### src/rtl/seg_bcd_scheduler.sv
// seg_bcd_scheduler: arbitrates CPU/switch loads, converts binary to BCD one bit per cycle,
// and drives a blanked, auto-paged 4-digit bus to the seven-segment scan driver.
module seg_bcd_scheduler #(
    parameter int PAGE_TICKS = 100_000_000,
    parameter bit LZ_BLANK   = 1'b1
) (
    input  logic        clk,
    input  logic        rst,
    input  logic        cpu_req,
    input  logic [31:0] cpu_data,
    input  logic        sw_req,
    input  logic [15:0] sw_data,
    output logic        cpu_ack,
    output logic        sw_ack,
    output logic        busy,
    output logic        ovf,
    output logic        page,
    output logic [15:0] seg_data_16
);
    localparam int PW = PAGE_TICKS > 1 ? $clog2(PAGE_TICKS) : 1;
    typedef enum logic [1:0] {IDLE, CONV, DONE} state_t;
    state_t state_q, state_d;
    logic [31:0] bin_q, bin_d, load_val, disp_q;
    logic [39:0] bcd_q, bcd_d, adj;
    logic [4:0] cnt_q;
    logic [PW-1:0] pcnt_q;
    logic ovf_pend_q, load;
    logic [7:0][3:0] dig;
    always_ff @(posedge clk or posedge rst)
        if (rst) state_q <= IDLE;
        else state_q <= state_d;
    always_comb
        state_d = state_q == IDLE ? ((cpu_req || sw_req) ? CONV : IDLE) :
                  state_q == CONV ? ((cnt_q == 5'd31) ? DONE : CONV) : IDLE;
    always_comb begin
        busy = state_q != IDLE;
        load = state_q == IDLE && (cpu_req || sw_req);
        load_val = cpu_req ? cpu_data : {16'd0, sw_data};
    end
    // One double-dabble step: correct each BCD nibble, then shift the whole {bcd,bin} pair
    always_comb begin
        adj = bcd_q;
        for (int i = 0; i < 10; i++)
            adj[4*i +: 4] = adj[4*i +: 4] >= 4'd5 ? adj[4*i +: 4] + 4'd3 : adj[4*i +: 4];
        {bcd_d, bin_d} = {adj, bin_q} << 1;
    end
    always_ff @(posedge clk or posedge rst)
        if (rst) begin
            bin_q <= '0;
            bcd_q <= '0;
            cnt_q <= '0;
            ovf_pend_q <= 1'b0;
            disp_q <= '0;
            ovf <= 1'b0;
            cpu_ack <= 1'b0;
            sw_ack <= 1'b0;
            page <= 1'b0;
            pcnt_q <= '0;
        end else begin
            cpu_ack <= load && cpu_req;
            sw_ack <= load && !cpu_req;
            if (load) begin
                bin_q <= load_val;
                bcd_q <= '0;
                cnt_q <= '0;
                ovf_pend_q <= load_val > 32'd99_999_999;
            end else if (state_q == CONV) begin
                bin_q <= bin_d;
                bcd_q <= bcd_d;
                cnt_q <= cnt_q + 5'd1;
            end
            if (state_q == DONE) begin
                disp_q <= bcd_q[31:0];
                ovf <= ovf_pend_q;
                page <= 1'b0;
                pcnt_q <= '0;
            end else if (disp_q[31:16] == 16'd0 || ovf) begin
                page <= 1'b0;
                pcnt_q <= '0;
            end else if (pcnt_q == PW'(PAGE_TICKS - 1)) begin
                page <= ~page;
                pcnt_q <= '0;
            end else pcnt_q <= pcnt_q + 1'b1;
        end
    // A digit is blank only when it and every more significant digit are zero
    always_comb begin
        for (int i = 0; i < 8; i++)
            dig[i] = (LZ_BLANK && i > 0 && (disp_q >> (4 * i)) == 32'd0) ? 4'hF : disp_q[4*i +: 4];
        seg_data_16 = ovf ? 16'hFFFF : page ? dig[7:4] : dig[3:0];
    end
endmodule
### config.mk
export PLATFORM = sky130hd
export DESIGN_NAME = seg_bcd_scheduler
export DESIGN_NICKNAME = d
export VERILOG_FILES = /design/src/rtl/seg_bcd_scheduler.sv
export SDC_FILE = /design/constraint.sdc
export NUM_CORES = 1
export LEC_CHECK = 0
export BUFFER_PORTS_ARGS = -buffer_cell sky130_fd_sc_hd__buf_2
export CORE_MARGIN = 3
export CORE_UTILIZATION = 50
export CTS_BUF_LIST = sky130_fd_sc_hd__clkbuf_16
export CTS_CLUSTER_SIZE = 12
export DETAILED_ROUTE_END_ITERATION = 10
export PLACE_DENSITY = 0.66
export REMOVE_ABC_BUFFERS = 1
export SLEW_MARGIN = 0
export SYNTH_ARGS = -nofsm -noshare
export SYNTH_HDL_FRONTEND = slang
export SYNTH_SLANG_ARGS = --single-unit
export TNS_END_PERCENT = 5
### constraint.sdc
create_clock -name clk -period 6.05 [get_ports clk]
set_input_delay 0 -clock clk [delete_from_list [all_inputs] [get_ports clk]]
set_output_delay 0 -clock clk [all_outputs]
set_load 0.1 [all_outputs]
# Word-level counts from Yosys, hierarchy flattened
# Index checks and enable logic that the tools add are counted.
# op_classes
n_addsub	12
mul	0
div_mod_pow	0
n_lt_le_gt_ge	11
n_eq_ne	4
shift	0
muxes	36
bitwise	1
n_reduce_logical	18
# ops
cell	count
$logic_not A32 Y1	7
$mux W32	3
$mux W27	3
$mux W40	2
$mux W4	16
$ge A4 B3 Y1 const B	10
$add A4 B2 Y4 const B	9
$gt A32 B27 Y1 const B	1
$mux W16	2
$add A27 B1 Y27 const B	1
$eq A27 B27 Y1 const B	1
$logic_not A16 Y1	1
$mux W5	2
$mux W2	3
$add A5 B1 Y5 const B	1
$eq A5 B5 Y1 const B	1
$mux W1	4
$reduce_bool A2 Y1	2
$add A3 B2 Y3 const B	1
$logic_and A1 B1 Y1	3
$mux W3	1
$reduce_bool A3 Y1	1
$eq A2 B1 Y1 const B	1
$eq A2 B2 Y1 const B	1
4 further kinds	5
# totals
reg_bits	143
latchBits	0
mem_bits_rw	0
mem_bits_ro	0
output_inout_bits	21
n_memories	0

# Logic depth before layout (Yosys ltp)
# Gate-level depths: netlist (run 1).
# depth
depth_word	4
mapped_depth	7
ltp_nobuf	6

# Worst setup path after synthesis (run 1)
# No wires, ideal clock.
# synth_path
path_kind	register to output
startpoint	register disp_q[28]
endpoint	output seg_data_16[12]
arrival_time_ns	3.054
path_slack_ns	2.996
path_stages_with_launch	6
n_path_buf	1
cell_sequence	dfrtp_1 -> or4_1 -> buf_2 -> nor4_1 -> a211oi_1 -> o21bai_1
# synth_between
elab_chain_cells	4
elab_cells_between_ends	6
# synth_lines
element	line_no	rtl
start, declared	23	logic [31:0] bin_q, bin_d, load_val, disp_q;
start signal, assigned	73	disp_q <= bcd_q[31:0];
$logic_not A32 Y1	88	dig[i] = (LZ_BLANK && i > 0 && (disp_q >> (4 * i)) == 32'd0) ? 4'hF : disp_q[4*i +: 4];
$mux W4	88	
$mux W16 * (2 in series)	89	seg_data_16 = ovf ? 16'hFFFF : page ? dig[7:4] : dig[3:0];
end, declared	18	output logic [15:0] seg_data_16
# Mark *: on every way between the ends. The rest lies on a longest branch, timed or not.

# Worst setup path in the final report (run 1)
# layout_path
startpoint	register disp_q[28]
endpoint	output seg_data_16[0]
# layout_between
elab_chain_cells	4
# layout_lines
element	line_no
$logic_not A32 Y1	88
$mux W4	88
$mux W16 (2 in series)	89
# Every way passes these cells.

==> results.txt, run 1 <==
- The run finished with clean final reports.
- Along the worst path, the maximum fanout reaches 6.
- The synthesized design spends more area on one cell type than any other, namely dfrtp_1.
* RSZ-0062 raised after global routing: no
* Share of flip-flops with an asynchronous set or reset: 100.0%
- For this run, the total global-route usage over all layers was measured as between 20% and 30%.
- The slowest stage of the critical path is the o41ai_1 cell.
- Area added between synthesis and finish: 22.25%
- Final setup violation count: 0
- Main area contributors after synthesis: dfrtp_1, o21ai_0, mux2_2
- The number of antenna violations at the first check in global routing came to 0.
* Cell area after placement: 7472 um^2
* Top flip-flop cell by instance count after synthesis: dfrtp_1
- In the routed layout, each cell is associated on average with a via count of slightly below 6.
- Fraction of synthesized cell area taken by the top area cell type: just under 50%
- The repair_antennas step left the layout with diodes totalling 0.
- Critical path class: flop to output pin
* H-tree depth: 4
- Critical Path AT: around 3.3 ns
* Post-route clock skew: ~0.0063 ns
* Proportion of layout cells with a drive suffix above 1: around 18%
- Die Y: between 100 and 150 um
- Peak per-stage delay on the critical path: between 0.9 and 1 ns
- After synthesis, the most frequently instantiated cells are dfrtp_1, o21ai_0, nand2_1, nor2_1, nand3_1.
- Placeable core region: between 10000 and 15000 um^2
* First-pass GRT wire length: 29100 um
- After global routing the overflow that remains totals 0.
- DRC viols: 0
- The die is about 120 um wide.
- Once the floorplan was initialized, standard cells occupied about half of the core.
- Post-synth EDFFs: 0
- Placement Rows: between 40 and 50
* Synth Warn #: 0
- Max-cap violations in this run came to 0.
- The number of different library cells used by synthesis comes to 50.
* Category of the worst setup path launch point: flop
* CTS clock-pin slew for the worst setup and hold paths: about 0.060 ns
- TritonCTS built the clock tree.
- The final hold violation count is 0.
- Filler Cell Count: between 1000 and 1500
- Clock net sink count: 135
* Total Routed Length: between 15000 and 20000 um
- IR analysis of the VDD net gives a maximum drop of about 0.25 mV.
- Dividing total power by cell area gives a power density of around 420 nW/um^2.
- Number of vias in the routed layout: between 5000 and 6000
- With fillers left out, the area of the finished cells amounts to 8551 um^2.
- The number of global-route vias before repair came to roughly 5900.
- First DRT Iteration DRCs: between 400 and 500
- The clock passes through at most 2 buffers.
- Relative max-transition margin: around 22%
- Utilization of the core after routing: between 60% and 70%
- The number of gates resized after CTS was 0.
- Sum of net half-perimeters after detailed placement: around 11000 um
* Number of buffer cells added on primary ports: between 70 and 80
- Total buffers and inverters traversed by the critical path: 1
- Mean routed wirelength per cell: 17.11 um
- The synthesized design contains 135 register bits.
* Top-count cell post-synth: dfrtp_1
- Entering global routing, the biggest net connects 81 pins.
- Final weighted congestion of routability-driven global placement: 0.8042
- Dividing the final minimum period by the clock period gives 53.74%.
- Remaining antenna violation count after routing: 0
- Cell family contributing the most delay on the critical path: compound AO/OA/AOI/OAI gates
* Worst min-delay path class: input pin to flop
* Post-layout min period: 3.251 ns
- Sum of negative setup slack: 0 ns
- Leakage power: roughly 3.5 nW
- At the pin with the least slew margin, the transition time is between 1 and 1.5 ns.
* DIE AREA: 15440 um^2
* WP data required: ~6 ns
* IO Pins: 73
* Drt pass-1 iters: 7
- Final slew viol count: 0
- Timing would allow up to 307.6 MHz.
* Worst-case hold slack: between 0.04 and 0.05 ns
- Clock buffers created by TritonCTS: 17
- For the worst-skew pair, the clock arrives at the later sink with an insertion delay of 0.43 ns.
* Number of instances in the synthesized netlist: slightly above 700
- Clock tree synthesis selected as its root buffer the cell clkbuf_16.
- Number of nets in the layout: 891
* Cells along the critical path: or4_1, o41ai_1, o22ai_1, nand2b_1, buf_2
- Sequential cell area fraction in the yosys report: 48.30%
- The average instance in the mapped netlist occupies ~10 um^2.
- The worst setup path is captured at an output pin.
- Netlist area before placement: roughly 7000 um^2
[worst min-delay path: cells and delay by family]
kind | cells | cell delay [ns]
AO/OA/AOI/OAI | 2 | 0.16
buffers and inverters | 1 | 0.11
AND/OR/NAND/NOR | 2 | 0.16
[worst paths after layout]
path	from	to	slack, ns	cells after the start
max	disp_q[28]	seg_data_16[0]	2.80	5
min	cpu_data[13]	ovf_pend_q	0.04	5
max reg2reg	disp_q[28]	pcnt_q[22]	3.56	4
min reg2reg	bin_q[13]	bin_q[13]	0.49	2
max in group asynchronous	rst	disp_q[21]	4.36	4
min in group asynchronous	rst	bin_q[29]	0.38	3
[cell families (layout without fill, tap and decap cells)]
group / count (synthesis) / count (layout) / share of synthesized area [%]
simple gates: 239 / 239 / 17.59
buf+inv: 70 / 188 / 4.025
xor+xnor: 21 / 21 / 2.630
compound gates: 189 / 189 / 17.60
fa+ha+maj: 19 / 19 / 3.399
flops: 135 / 135 / 48.30
mux: 42 / 42 / 6.458
[stage by stage]
| stage | total power, mW | setup WS, ns | cells |
|---|---|---|---|
| 4_1_cts | 3.632 | 2.794 | 1009 |
| 3_3_place_gp | 2.511 | 3.368 | 927 |
| 3_5_place_dp | 2.574 | 3.302 | 927 |
| 2_1_floorplan | 2.247 | 2.439 | 671 |
| 5_1_grt | 3.858 | 2.664 | 1009 |
| 6_report | 3.614 | 2.799 | 1009 |
[area by class of cell]
class	count	area, um^2	area share, %
clock buffers	17	425.4	4.975
clock inverters	15	152.6	1.785
repair buffers	130	920.9	10.77
multi-input cells	510	3353	39.22
flip-flops and latches	135	3378	39.51
well taps	176	220.2	2.575
inverters	26	100.1	1.171
[timing repair]
action,CTS,global route
setup endpoints to repair,0,0
buffers inserted,0,0
hold buffers,50,0
endpoints found under the hold margin,113,0
[state kept, by name, summed over array words and instances, names as in the netlist]
register and flops:
cpu_ack 1, page 1, state_q 2, cnt_q 5, disp_q 32, ovf_pend_q 1, pcnt_q 27, sw_ack 1
bin_q 32, bcd_q 32, ovf 1
[placed cells by master, fill, tap and decap left out, drive strengths merged, types with 19 or more instances in the layout]
cell,count
ha,19
nor2,41
buf,80
nand2,59
o31ai,21
dlygate4sd3,50
dfrtp,135
nand3,37
o21ai,71
inv,29
mux2,25
a21oi,32
[layer usage]
layer | global-route usage, % | vias to the layer above | wire, um
met5 | 0 | - | 0
met4 | 6.770 | 0 | 268
met3 | 5.961 | 27 | 837
met2 | 36.74 | 168 | 8361
met1 | 30.38 | 2922 | 7793
li1 | - | 2845 | -
[power breakdown]
part / switching, mW / internal (mW)
Clock: 0.412 / 0.606
Sequential: 0.204 / 1.16
Combinational: 0.729 / 0.500
Total: 1.34 / 2.27
No activity file was read; power rests on OpenSTA's default activity.
==> run 2: changes to the inputs <==
--- a/config.mk
+++ b/config.mk
@@ -11,7 +11,7 @@
 export CTS_BUF_LIST = sky130_fd_sc_hd__clkbuf_16
 export CTS_CLUSTER_SIZE = 12
 export DETAILED_ROUTE_END_ITERATION = 10
-export PLACE_DENSITY = 0.66
+export PLACE_DENSITY = 0.69
 export REMOVE_ABC_BUFFERS = 1
 export SLEW_MARGIN = 0
 export SYNTH_ARGS = -nofsm -noshare
==> constraint.sdc (replaced) <==
create_clock -name clk -period 2.61 [get_ports clk]
set_input_delay 0 -clock clk [delete_from_list [all_inputs] [get_ports clk]]
set_output_delay 0 -clock clk [all_outputs]
set_load 0.1 [all_outputs]
==> run 2 against run 1 <==
The run now ends with setup timing left. Non-clock buffer count up 11. Hold slack worse by 0.017 ns. Combinational power up 140%. First-iteration DRC count up 11%. Total power rose to 2.5 times the previous value. Clock skew down 0.0014 ns. Via count up 2.0%. Utilization up 4.1 points. Count of clock-buffer cells in the layout unchanged. Setup slack worse by 2.8 ns. Cell count up 1.1%.
==> results.txt, run 2 (synthesized netlist as in run 1, its figures left out) <==
* IO Pins: 73
* Multi-input gate area in the final layout: 3420 um^2
* Cell area after placement: around 7800 um^2
- Placeable core region: roughly 13000 um^2
* Registers with the highest flip-flop counts: bcd_q: 32 flops, bin_q: 32 flops, disp_q: 32 flops
- Sum of internal, switching and leakage power: approximately 9.1 mW
* Proportion of layout cells with a drive suffix above 1: about a fifth
- The number of global-route vias before repair was around 6000.
* Area added between synthesis and finish: 30.13%
- The number of pins exceeding their max-slew limit in the final report came to 0.
- TritonCTS clock tree: yes
* Critical Path AT: about 2.6 ns
* Clock buffers created by TritonCTS: 17
- For the worst setup path, the data required time is roughly 2.6 ns.
* Vias per cell: ~6
- Number of buffer cells added on primary ports: 72
- Sum of net half-perimeters after detailed placement: ~11000 um
- After detailed routing, the number of remaining DRC violations is 0.
- On the worst path, the slowest cell contributes a delay of 0.64 ns.
- Final setup violation count: 1
- In this run the worst hold path is classified as input pin to flop.
- Initial antenna violation count: 0
- Max-cap violations in this run came to 0.
* Global routing usage summed across all routing layers: a little under a quarter
- Slew at the pin with the worst max-slew slack: around 0.75 ns
* CTS clock-pin slew for the worst setup and hold paths: 0.06 ns
* Post-Layout Cell Count: approximately 1000
- H-tree depth: 4
- Insertion delay to the later sink of the worst-skew pair: roughly 0.42 ns
- Drt pass-1 iters: 5
- After the first detailed-routing iteration, the DRC count stood at around 520.
- IR analysis of the VDD net gives a maximum drop of between 0.6 and 0.7 mV.
- Traced cell by cell, the critical path runs through or4_4, or4_4, nor2_4, o32a_1, buf_12.
* Violated checks: setup timing
* Filler Cell Count: ~1100
- Remaining antenna violation count after routing: 0
- The worst register-to-register path has a setup slack of roughly 0.15 ns.
- Buffer depth of the longest clock path: 2
- Registers take ~3400 um^2.
* Critical path class: flop to output pin
* DIE AREA: ~15000 um^2
- The flow ran to the end, but the final reports show violations.
- Highest fanout seen on the critical path: 6
* Placement Rows: 42
* Mean routed wirelength per cell: between 15 and 20 um
- Once routing completed, OpenROAD measured the worst setup slack at -0.02173 ns.
- The number of placed instances, taps included, is between 900 and 1000.
- The finished cells cover approximately 9100 um^2.
- The final critical path takes up 100.8% of the cycle.
* Initial core utilization: around 52%
* Relative max-transition margin: approximately half
* Number of nets in the layout: between 900 and 1000
- CP most frequent cell: or4_4
* Clk root buf: clkbuf_16
- Maximum number of pins on one net before global-route repair: 51
- RSZ-0062 raised after global routing: yes
- STA classifies the critical path endpoint as an output pin.
- Endpoints failing hold: 0
- The floorplan step set the die height to 124.3 um.
- Horizontal extent of the die: between 100 and 150 um
* Post-route clock skew: a little under 0.005 ns
- Most common cell after layout, fill and taps aside: dfrtp_1
* Leakage power: 3.823 nW
- Together, buffers and inverters on the worst path number 1.
- The routed layout has approximately 6100 vias.
- 0 antenna diodes ended up in the layout.
* Most used cells in the layout excluding fill and tap cells: dfrtp_1, o21ai_0, nand2_1
- STA classifies the critical path startpoint as a flop.
- In this run the power density over the cells is 995.3 nW/um^2.
- Broken down by cell family, the worst path's largest delay share belongs to simple AND/OR/NAND/NOR gates.
* Post-layout min period: 2.632 ns
- Total Routed Length: about 17000 um
- After routing, the total negative slack on setup checks comes to -0.02173 ns.
- Total congestion overflow: 0
* Final weighted congestion of routability-driven global placement: between 0.8 and 0.9
- Highest Clock Rate: 380.0 MHz
* Critical-path cell with the highest stage delay: or4_4
- Clock tree synthesis found a total of around 140 sinks.
- First-pass GRT wire length: ~29000 um
[run 2: cell count changes in the layout (fill, tap and decap cells not counted), sizes merged]
cell         before  now
buf              80   93
inv              29   27
clkinv            6    3
bufinv            2    8
clkinvlp          4    3
dlygate4sd3      50   48
[run 2: final timing paths]
check | start | end | depth (start not counted)
max in group asynchronous | rst | pcnt_q[22] | 4
min in group asynchronous | rst | bin_q[22] | 3
min reg2reg | bin_q[31] | bcd_q[0] | 2
max reg2reg | pcnt_q[14] | pcnt_q[26] | 4
min | cpu_req | bin_q[12] | 4
max | disp_q[26] | seg_data_16[11] | 5
[run 2: layout make-up]
| class | count | area share (%) |
|---|---|---|
| Inverter | 26 | 1.100 |
| Clock inverter | 15 | 3.093 |
| Multi-Input combinational cell | 510 | 37.57 |
| Timing Repair Buffer | 141 | 14.02 |
| Tap cell | 176 | 2.420 |
| Sequential cell | 135 | 37.12 |
| Clock buffer | 17 | 4.674 |
[run 2: tightest hold or removal path, delay by kind of cell]
family | cells | cell delay, ns
AOI/OAI and AO/OA | 2 | 0.16
and+or+nand+nor | 1 | 0.14
buffers and inverters | 1 | 0.11
[run 2: routing by layer]
metal  vias to the layer above  GRT usage [%]  wire length [um]
met4                         0          7.479               289
met5                         -              0                 0
met3                        24          5.232               858
met2                       199          38.80              8722
li1                       2870              -                 -
met1                      2987          29.48              7558
[run 2: what timing repair did]
item                                    CTS  global route
pin swaps                                 4            14
endpoints found under the hold margin    80             0
buffers inserted                          1             0
hold buffers                             48             0
cloned                                    0             0
endpoints found under the setup margin    8            16
gates resized for setup                   6             7
[run 2: report_power, final]
part / internal, mW / total, mW / switching (mW)
registers: 2.70 / 3.17 / 0.477
clock network: 1.97 / 2.88 / 0.902
logic: 1.29 / 3.01 / 1.72
[run 2: per-stage QoR]
stage,setup WS [ns],hold slack [ns],util (%)
floorplan,-1.001,0.07078,-
global placement,0.3212,0.1259,58.28
detailed placement,0.1946,0.1323,58.28
CTS,-0.04844,0.007631,67.35
global route,-0.06591,0.06121,67.65
finish,-0.02173,0.02477,67.65
==> run 3: changes to the inputs <==
--- a/config.mk
+++ b/config.mk
@@ -11,7 +11,7 @@
 export CTS_BUF_LIST = sky130_fd_sc_hd__clkbuf_16
 export CTS_CLUSTER_SIZE = 12
 export DETAILED_ROUTE_END_ITERATION = 10
-export PLACE_DENSITY = 0.69
+export PLACE_DENSITY = 0.82
 export REMOVE_ABC_BUFFERS = 1
 export SLEW_MARGIN = 0
 export SYNTH_ARGS = -nofsm -noshare
==> run 3 against run 2 <==
The flow still finishes with violations (setup timing). Global-route usage increased by 1.0 points. Setup slack improved by 0.016 ns. Hold slack got worse by 0.0022 ns. Clock power decreased by 21%. Combinational power about the same. Critical path depth unchanged. Utilization decreased by 1.5 points. Sequential cell count unchanged. Sequential share of layout area increased by 0.84 points. Register-to-register slack improved by 0.16 ns. Via count increased by 1.3%. Final area decreased by 2.2%. Highest routed layer unchanged.
==> results.txt, run 3 (synthesized netlist as in run 1, its figures left out) <==
* TritonCTS clock tree: yes
* Endpoints failing hold: 0
- Dividing the detail-routed wire length by the instance count gives 17.66 um.
- In this run the worst path has a maximum fanout of 6.
* First-pass GRT wire length: around 30000 um
* Critical path class: flop to output pin
* Proportion of layout cells with a drive suffix above 1: between 20% and 30%
- Outcome: finished, violations left
- Largest voltage drop on the vdd net: between 0.5 and 0.6 mV
- Utilization of the core after routing: 66.16%
- Number of buffer cells added on primary ports: just over 70
- The number of pins exceeding their max-slew limit in the final report is 0.
- N_diodes: 0
* Clk root buf: clkbuf_16
* Worst min-delay path class: input pin to flop
- Dividing the final minimum period by the clock period gives 100.2%.
* Horizontal extent of the die: ~120 um
- Initial antenna violation count: 0
- The filler cells instantiated in the layout total just over 1000.
* Registers with the highest flip-flop counts: bcd_q: 32 flops, bin_q: 32 flops, disp_q: 32 flops
* Violated checks: setup timing
- Area added between synthesis and finish: 27.25%
- H-tree depth: 4
* Worst-case hold slack: between 0.02 and 0.025 ns
- In this run the static leakage power is 3.761 nW.
- Final instance area: around 8900 um^2
- Vias in the first global route: between 6000 and 7000
- Counting the buffers created by CTS gives 17.
- For this configuration, the core starts out at a cell density of 51.99%.
- Global routing usage summed across all routing layers: between 20 and 25%
- Endpoint kind of the worst setup timing path: output pin
- PwrDens: 949.5 nW/um^2
* Final WS setup: -0.005877 ns
- Drt pass-1 iters: 5
- Critical Path AT: roughly 2.6 ns
* Final setup violation count: 3
- Relative max-transition margin: 20.22%
- The library cell used most frequently in the layout, excluding fill and tap cells, is dfrtp_1.
- The finished layout holds 1015 standard cells, fillers aside.
* WP data required: 2.61 ns
- Remaining antenna violation count after routing: 0
* Clock net sink count: about 140
* Total congestion overflow: 0
- The routed layout has approximately 6200 vias.
- Sequential standard cell area: between 3000 and 4000 um^2
* Post-route clock skew: ~0.0081 ns
- For the worst-skew pair, the clock arrives at the later sink with an insertion delay of approximately 0.42 ns.
* IO Pins: 73
- Cell area after placement: about 7800 um^2
- In the final design database the tool counted between 800 and 900 nets.
- Most used cells in the layout excluding fill and tap cells: dfrtp_1, o21ai_0, nand2_1
- Placeable core region: 13450 um^2
- Once placement completed, the tool counted placed cells totaling approximately 940.
- The floorplan step defined a die boundary enclosing 15440 um^2.
- Highest Clock Rate: 382.3 MHz
* Maximum number of pins on one net before global-route repair: 56
* Maximum Capacitance Violations: 0
- For this run, design rule violations remaining after detail routing come to 0.
- RSZ-0062 raised after global routing: yes
- After clock tree synthesis, the clock-pin slew on the worst setup and hold paths is roughly 0.060 ns.
- Multi-input gate area in the final layout: 3406 um^2
- Vias per cell: about 6.1
- Counting I/O delays and the setup requirement, the final critical path takes approximately 2.6 ns.
- Routability-driven placement finished with a final weighted congestion of 0.7940.
- After floorplanning, the core was divided into 42 placement rows.
- The design draws about 8.4 mW.
- The clock passes through at most 2 buffers.
* Total Routed Length: about 18000 um
- Slew at the pin with the worst max-slew slack: about 1.2 ns
* Die Y: 124.3 um
* First DRT Iteration DRCs: ~530
* Sum of net half-perimeters after detailed placement: roughly 11000 um
* Category of the worst setup path launch point: flop
run 3: cell types whose count changed in the layout (fill, tap and decap cells not counted), sizes merged:
cell,delta
inv,+3
dlygate4sd3,-4
clkinv,+5
buf,-1
clkinvlp,-1
bufinv,-7
run 3: what timing repair did:
action,in CTS,in global routing
buffers inserted,1,0
pin swaps,3,13
hold buffers,44,0
resized for setup,7,4
setup endpoints to repair,8,8
hold endpoints to repair,81,0
run 3: final timing paths:
path / startpoint / endpoint / slack [ns] / cells after the start
worst max-delay path: disp_q[28] / seg_data_16[5] / -0.006 / 5
worst min-delay path: cpu_data[10] / bin_q[10] / 0.02 / 4
worst max register to register: pcnt_q[14] / pcnt_q[23] / 0.31 / 4
worst min register to register: bin_q[31] / bcd_q[0] / 0.48 / 2
max in group asynchronous: rst / disp_q[30] / 1.43 / 5
min in group asynchronous: rst / bin_q[18] / 0.24 / 3
run 3: layout make-up:
cell class,instances,share of cell area (%)
clock buffer,17,4.780
timing repair buffer,136,13.95
inverter,26,1.125
clock inverter,15,1.448
tap,176,2.474
multi-input combinational,510,38.27
sequential,135,37.96
run 3: per-stage QoR:
stage / setup TNS [ns] / setup WS (ns)
4_1_cts: -0.1973 / -0.04495
6_report: -0.01331 / -0.005877
3_3_place_gp: 0 / 0.2908
3_5_place_dp: 0 / 0.2448
2_1_floorplan: -137.08 / -1.001
5_1_grt: -0.4754 / -0.08318
run 3: per-layer routing:
| metal | wire length [um] | GRT usage [%] | up-vias |
|---|---|---|---|
| met5 | 0 | 0 | - |
| met4 | 610 | 10.90 | 0 |
| met3 | 934 | 5.875 | 58 |
| met2 | 8793 | 38.45 | 222 |
| met1 | 7590 | 30.94 | 3019 |
| li1 | - | - | 2860 |
run 3: power breakdown:
part / total (mW) / internal (mW) / switching (mW)
clock network: 2.27 / 1.31 / 0.960
logic: 2.99 / 1.26 / 1.73
registers: 3.18 / 2.70 / 0.488
total: 8.45 / 5.27 / 3.18
run 3: critical path, cell delays in order, from the launching register on:
cell     delay [ns]
dfrtp_1        0.39
or4_4          0.58
or4_4          0.65
nor4_4         0.18
o32a_2         0.21
buf_12         0.17
